**src/rtl/bp_me_lce_cce_monitor.sv**
```systemverilog
// Passive LCE<->CCE handshake monitor: aggregate fire counters plus per-LCE
// outstanding tracking with sticky overflow/underflow/id/timeout errors.
module bp_me_lce_cce_monitor #(
  parameter int num_lce_p         = 2,
  parameter int lce_id_width_p    = 1,
  parameter int max_outstanding_p = 4,
  parameter int timeout_p         = 1024,
  parameter int ctr_width_p       = 32,
  localparam int out_width_lp     = $clog2(max_outstanding_p + 1),
  localparam int stall_width_lp   = $clog2(timeout_p + 1),
  localparam int pop_width_lp     = $clog2(num_lce_p + 1)
) (
  input  logic                                  clk_i,
  input  logic                                  reset_n_i,
  input  logic [num_lce_p*lce_id_width_p-1:0]   lce_id_i,
  input  logic [num_lce_p-1:0]                  req_v_i,
  input  logic [num_lce_p-1:0]                  req_ready_i,
  input  logic [num_lce_p*lce_id_width_p-1:0]   req_src_id_i,
  input  logic [num_lce_p-1:0]                  resp_v_i,
  input  logic [num_lce_p-1:0]                  resp_ready_i,
  input  logic [num_lce_p-1:0]                  cmd_v_i,
  input  logic [num_lce_p-1:0]                  cmd_yumi_i,
  input  logic [num_lce_p*lce_id_width_p-1:0]   cmd_dst_id_i,
  input  logic [num_lce_p-1:0]                  cmd_done_i,
  input  logic                                  clear_i,
  output logic [ctr_width_p-1:0]                req_count_o,
  output logic [ctr_width_p-1:0]                resp_count_o,
  output logic [ctr_width_p-1:0]                cmd_count_o,
  output logic [num_lce_p*out_width_lp-1:0]     outstanding_o,
  output logic [num_lce_p-1:0]                  err_overflow_o,
  output logic [num_lce_p-1:0]                  err_underflow_o,
  output logic [num_lce_p-1:0]                  err_id_o,
  output logic [num_lce_p-1:0]                  err_timeout_o,
  output logic                                  idle_o
);

  function automatic logic [pop_width_lp-1:0] popcount(input logic [num_lce_p-1:0] v);
    popcount = '0;
    for (int i = 0; i < num_lce_p; i++) begin
      popcount = popcount + pop_width_lp'(v[i]);
    end
  endfunction

  function automatic logic [ctr_width_p-1:0] sat_add(input logic [ctr_width_p-1:0] c,
                                                     input logic [pop_width_lp-1:0] n);
    logic [ctr_width_p+pop_width_lp-1:0] sum;
    sum = {{pop_width_lp{1'b0}}, c} + {{ctr_width_p{1'b0}}, n};
    if (sum > {{pop_width_lp{1'b0}}, {ctr_width_p{1'b1}}}) begin
      sat_add = '1;
    end else begin
      sat_add = sum[ctr_width_p-1:0];
    end
  endfunction

  logic [1:0]                rst_sync_r;
  logic                      rst_n_s;
  logic [num_lce_p-1:0]      req_fire_s, resp_fire_s, cmd_fire_s, done_s;
  logic [out_width_lp-1:0]   out_r     [num_lce_p];
  logic [out_width_lp-1:0]   out_n_s   [num_lce_p];
  logic [stall_width_lp-1:0] stall_r   [num_lce_p];
  logic [stall_width_lp-1:0] stall_n_s [num_lce_p];
  logic [num_lce_p-1:0]      ovf_set_s, unf_set_s, id_set_s, tmo_set_s;

  // Reset asserts asynchronously but releases two edges after reset_n_i rises
  always_ff @(posedge clk_i or negedge reset_n_i) begin
    if (!reset_n_i) begin
      rst_sync_r <= 2'b00;
    end else begin
      rst_sync_r <= {rst_sync_r[0], 1'b1};
    end
  end

  assign rst_n_s     = rst_sync_r[1];
  assign req_fire_s  = req_v_i & req_ready_i;
  assign resp_fire_s = resp_v_i & resp_ready_i;
  assign cmd_fire_s  = cmd_v_i & cmd_yumi_i;
  assign done_s      = cmd_fire_s & cmd_done_i;

  // Per-LCE next outstanding/stall values and error set conditions
  always_comb begin
    for (int i = 0; i < num_lce_p; i++) begin
      out_n_s[i]   = out_r[i];
      ovf_set_s[i] = 1'b0;
      unf_set_s[i] = 1'b0;
      if (req_fire_s[i] && !done_s[i]) begin
        if (out_r[i] == out_width_lp'(max_outstanding_p)) begin
          ovf_set_s[i] = 1'b1;
        end else begin
          out_n_s[i] = out_r[i] + out_width_lp'(1);
        end
      end else if (done_s[i] && !req_fire_s[i]) begin
        if (out_r[i] == '0) begin
          unf_set_s[i] = 1'b1;
        end else begin
          out_n_s[i] = out_r[i] - out_width_lp'(1);
        end
      end else begin
        out_n_s[i] = out_r[i];
      end

      id_set_s[i] = (req_fire_s[i] && (req_src_id_i[i*lce_id_width_p +: lce_id_width_p]
                                       != lce_id_i[i*lce_id_width_p +: lce_id_width_p]))
                 || (cmd_fire_s[i] && (cmd_dst_id_i[i*lce_id_width_p +: lce_id_width_p]
                                       != lce_id_i[i*lce_id_width_p +: lce_id_width_p]));

      // Stall only counts while something is pending and the CCE is silent
      if ((out_r[i] == '0) || cmd_fire_s[i] || clear_i) begin
        stall_n_s[i] = '0;
      end else if (stall_r[i] == stall_width_lp'(timeout_p)) begin
        stall_n_s[i] = stall_r[i];
      end else begin
        stall_n_s[i] = stall_r[i] + stall_width_lp'(1);
      end
      tmo_set_s[i] = (stall_n_s[i] == stall_width_lp'(timeout_p));
    end
  end

  // Counter, outstanding, stall and sticky error registers
  always_ff @(posedge clk_i or negedge rst_n_s) begin
    if (!rst_n_s) begin
      req_count_o     <= '0;
      resp_count_o    <= '0;
      cmd_count_o     <= '0;
      err_overflow_o  <= '0;
      err_underflow_o <= '0;
      err_id_o        <= '0;
      err_timeout_o   <= '0;
      for (int i = 0; i < num_lce_p; i++) begin
        out_r[i]   <= '0;
        stall_r[i] <= '0;
      end
    end else begin
      for (int i = 0; i < num_lce_p; i++) begin
        out_r[i]   <= out_n_s[i];
        stall_r[i] <= stall_n_s[i];
      end
      if (clear_i) begin
        req_count_o     <= '0;
        resp_count_o    <= '0;
        cmd_count_o     <= '0;
        err_overflow_o  <= '0;
        err_underflow_o <= '0;
        err_id_o        <= '0;
        err_timeout_o   <= '0;
      end else begin
        req_count_o     <= sat_add(req_count_o, popcount(req_fire_s));
        resp_count_o    <= sat_add(resp_count_o, popcount(resp_fire_s));
        cmd_count_o     <= sat_add(cmd_count_o, popcount(cmd_fire_s));
        err_overflow_o  <= err_overflow_o | ovf_set_s;
        err_underflow_o <= err_underflow_o | unf_set_s;
        err_id_o        <= err_id_o | id_set_s;
        err_timeout_o   <= err_timeout_o | tmo_set_s;
      end
    end
  end

  // Output packing and idle detection
  always_comb begin
    outstanding_o = '0;
    idle_o        = 1'b1;
    for (int i = 0; i < num_lce_p; i++) begin
      outstanding_o[i*out_width_lp +: out_width_lp] = out_r[i];
      if (out_r[i] != '0) begin
        idle_o = 1'b0;
      end else begin
        idle_o = idle_o;
      end
    end
  end

endmodule

```
**config.mk**
```make
export PLATFORM = sky130hd
export DESIGN_NAME = bp_me_lce_cce_monitor
export DESIGN_NICKNAME = d
export VERILOG_FILES = /design/src/rtl/bp_me_lce_cce_monitor.sv
export SDC_FILE = /design/constraint.sdc
export NUM_CORES = 1
export LEC_CHECK = 0
export ABC_CLOCK_PERIOD_IN_PS = 8400
export CORE_AREA = 3 3 124 126
export DETAILED_ROUTE_END_ITERATION = 8
export DIE_AREA = 0 0 127 129
export GPL_TIMING_DRIVEN = 0
export PLACE_DENSITY = 0.87
export SLEW_MARGIN = 10
export SYNTH_ARGS = -nofsm -noshare
export SYNTH_HDL_FRONTEND = slang
export SYNTH_SLANG_ARGS = --single-unit
```
**constraint.sdc**
```tcl
create_clock -name clk_i -period 8.4 [get_ports clk_i]
set_input_delay 1.68 -clock clk_i [delete_from_list [all_inputs] [get_ports clk_i]]
set_output_delay 1.68 -clock clk_i [all_outputs]
set_load 0.01 [all_outputs]
```
==> results.txt <==
- Result of the run: completed
* Vias: 6,540
* Worst setup skew after layout: 0.01082 ns
* Rows: 44
- Clock input transition at the sequential cells of the worst setup and hold paths: 0.06 ns
- The detailed router finished its first iteration with 393 violations.
- Among all flip-flop cells after synthesis, the most frequent one is sky130_fd_sc_hd__dfrtp_1.
- Net count after synthesis: 808
- At the pin with the least slew margin, the transition time is 0.9852 ns.
* Routed WL per cell: 16.82 µm
* Final-layout fill cell count: 1,143
- For this run, the register share of the synthesized area comes to 45.22%.
* Final wirelength: 18.83 mm
* Final cell count without fillers: 1,119
- Using the TritonRoute via totals, the vias-per-cell ratio works out to 5.845.
* Data arrival time at the worst-slack endpoint: 4.67 ns
- The critical path in this run is classified as in -> reg.
- Global routing consumed, on the met1 layer, 30.92% of the routing resources.
- Counting flops and latches in the post-synthesis netlist gives 134.
- Yosys mapped the design onto 70 distinct sky130hd cell types.
- For this configuration, the core starts out at a cell density of 51.41%.
* Total number of yosys warnings: 0
- Counting flops with a built-in enable in the synthesized netlist gives 0.
* Path type of the worst min-delay path: reg -> async
* Pin count of the biggest net entering global routing: 53
- The number of global-route vias before repair was 6,323.
- Setup repair after global routing left no endpoint under its margin.
* Crit path required time: 8.72 ns
- Input/output buffers: 133
- Number of antenna violations at the first check in global routing: 0
* Die Span Y: 129 µm
- Sink count of the clock tree: 134
- GR met3 Demand/Resource: 6.559%
- Clock Latency Late Sink: 0.42 ns
- After routing, the total negative slack on setup checks comes to 0 ns.
- # IOs: 134
- Post-route fraction of the period consumed by the critical path: 51.86%
- Total grt overflow: 0
* Post-detailed-route DRC marker count: 0
* Final antenna-violating net count: 0
- In the final layout, the share of cells above drive strength 1 is 8.877%.
- CTS tree: built
- TritonCTS Buffers: 17
- The number of hold-slack violations in the final timing report was 0.
* Pwr Density: 178.2 mW/mm²
* Total setup buffers inserted after CTS: 0
- Number of inserted diodes: 0
* Final hold slack: 0.2861 ns
- Share of flip-flops with an asynchronous set or reset: 100.0%
- In the global route stage, met2 resource usage came out at 37.24%.
- With fillers left out, the area of the finished cells amounts to 0.009661 mm².
* Synthesized area: 0.007416 mm²
- Synthesis produced 768 cells.
- Headroom to the max-slew limit: 33.72%
- Placement Cell Area: 0.009036 mm²
- Commonest cells after routing, fill and taps aside: sky130_fd_sc_hd__dfrtp_1 (133), sky130_fd_sc_hd__clkdlybuf4s50_1 (133), sky130_fd_sc_hd__a21oi_1 (95)
- Highest Clock Rate: 229.5 MHz
* Max_cap viols: 0
- Setup slack after placement: 3.649 ns
- Final worst-path setup slack: 4.043 ns
- Summing all multi-input logic gate instances after layout gives 0.003750 mm².
- Area of the die: 0.01638 mm²
- After the last flow step, the layout net total stands at 962.
- Pre-antenna DRT Iters: 5
* Pins over their slew limit: 0
- Crit path max fanout: 10
- STA classifies the critical path endpoint as a register.
- Final setup fails: 0
* Number of placed instances with taps included: 1,087
- Global router's overall resource usage: 23.24%
- Cts-stage hold buffer count: 0
- After clock tree synthesis, the repair step resized 0 gates.
- Measured along the x axis, the die boundary spans 127 µm.
- Global routing's busiest layer: met2
- CTS Root Cell: sky130_fd_sc_hd__clkbuf_16
- Min Clock Period, post-route: 4.357 ns
- Wire length of the first global-routing pass: 30.82 mm
- Floorplan Core Area: 0.01442 mm²
* GP Congestion: 0.8590
- The analysis attributes to cell leakage a power of 0.003871 µW.
* Post-synthesis to final-layout area growth: 30.27%
* Total area of sequential cells: 0.003357 mm²
* Maximum ir drop on the vdd rail: 0.0001957 V
- H-Tree Level Count: 4
- STA classifies the critical path startpoint as a primary input.
* Sum of net half-perimeters after detailed placement: 13.31 mm
* Syn avg cell area: 9.656 µm²
* Bufs on Longest Clock Path: 2
-- power by group --
group / total, µW / internal (µW) / switching, µW
combinational: 221 / 106 / 115
sequential: 715 / 671 / 43.2
clock: 786 / 505 / 280
-- area by class of cell --
class | instances | share of cell area [%]
Inverter | 32 | 1.243
Multi-Input combinational cell | 569 | 38.82
Buffer | 33 | 1.995
Sequential cell | 134 | 34.75
Tap cell | 184 | 2.383
Timing Repair Buffer | 135 | 14.35
Clock buffer | 20 | 4.624
Clock inverter | 12 | 1.839
-- path summary, 6_finish.rpt --
path                                startpoint                to  slack, ns  cells past startpoint
worst max-delay path                req_v_i[0]   req_count_o[31]       4.04                     11
worst min-delay path             rst_sync_r[1]  resp_count_o[16]       0.29                      0
worst max register to register  req_count_o[0]   req_count_o[31]       5.59                      9
worst min register to register   rst_sync_r[1]  resp_count_o[16]       0.29                      0
max in group asynchronous            reset_n_i     rst_sync_r[1]       6.84                      1
min in group clk_i               rst_sync_r[0]     rst_sync_r[1]       0.37                      0
-- worst max-delay path, stage by stage --
cell                              delay, ns
sky130_fd_sc_hd__clkdlybuf4s50_1       0.52
sky130_fd_sc_hd__nand2_1               0.15
sky130_fd_sc_hd__xnor2_1               0.18
sky130_fd_sc_hd__ha_1                  0.16
sky130_fd_sc_hd__a31o_2                0.21
sky130_fd_sc_hd__ha_1                  0.28
sky130_fd_sc_hd__nand2_1               0.09
sky130_fd_sc_hd__nor4_2                0.53
sky130_fd_sc_hd__nand3_1               0.29
sky130_fd_sc_hd__clkbuf_1              0.34
sky130_fd_sc_hd__a31oi_1               0.24
-- Yosys cell counts, types with 4 or more instances --
master	instances	area [µm²]
sky130_fd_sc_hd__and2_1	7	43.79
sky130_fd_sc_hd__or3_1	7	43.79
sky130_fd_sc_hd__o21ai_0	16	80.08
sky130_fd_sc_hd__buf_6	7	78.83
sky130_fd_sc_hd__and4_1	11	96.34
sky130_fd_sc_hd__nor3_1	25	125.1
sky130_fd_sc_hd__a211oi_1	9	67.56
sky130_fd_sc_hd__and3_1	15	93.84
sky130_fd_sc_hd__a21oi_1	95	475.5
sky130_fd_sc_hd__ha_1	14	175.2
sky130_fd_sc_hd__buf_2	10	50.05
sky130_fd_sc_hd__nand2_1	52	195.2
sky130_fd_sc_hd__clkbuf_1	14	52.55
sky130_fd_sc_hd__or4_1	5	37.54
sky130_fd_sc_hd__nor4_4	4	85.08
sky130_fd_sc_hd__dfrtp_1	134	3353
sky130_fd_sc_hd__a31oi_1	10	62.56
sky130_fd_sc_hd__nor2_1	42	157.7
sky130_fd_sc_hd__inv_1	32	120.1
sky130_fd_sc_hd__nor4_1	8	50.05
sky130_fd_sc_hd__nand4_1	31	193.9
sky130_fd_sc_hd__o31ai_1	5	37.54
sky130_fd_sc_hd__xor2_1	56	490.5
sky130_fd_sc_hd__xnor2_1	36	315.3
sky130_fd_sc_hd__a21oi_2	9	78.83
sky130_fd_sc_hd__nand3_1	52	260.3
-- state kept, by name, indices dropped and copies added, names as in the netlist --
signal	flops
err_overflow_o	2
err_id_o	2
err_timeout_o	2
stall_r	22
rst_sync_r	2
cmd_count_o	32
err_underflow_o	2
req_count_o	32
outstanding_o	6
resp_count_o	32
-- metal layers --
layer / routed length, µm / part of all wire [%]
met1: 8246 / 44
met2: 9077 / 48
met3: 1215 / 6.5
met4: 287 / 1.5
met5: 0 / 0
-- kinds of logic (layout without fill, tap and decap cells) --
group                    count (synthesis)  in the layout  synth area share, %
AO/OA/AOI/OAI                          170            170                13.77
XOR/XNOR                                92             92                10.87
adder cells (fa/ha/maj)                 17             17                3.172
buffers and inverters                   65            232                4.218
flip-flops                             134            134                45.22
multiplexers                             1              1               0.1350
other                                    1              1              0.05057
AND/OR/NAND/NOR                        288            288                22.58
-- per-stage QoR --
stage,utilization [%],power (µW)
finish,66.98,1721
global route,66.98,1799
CTS,66.98,1737
detailed placement,62.65,947.8
global placement,62.24,936.4
floorplan,-,848.9
(Power assumes the default switching activity.)
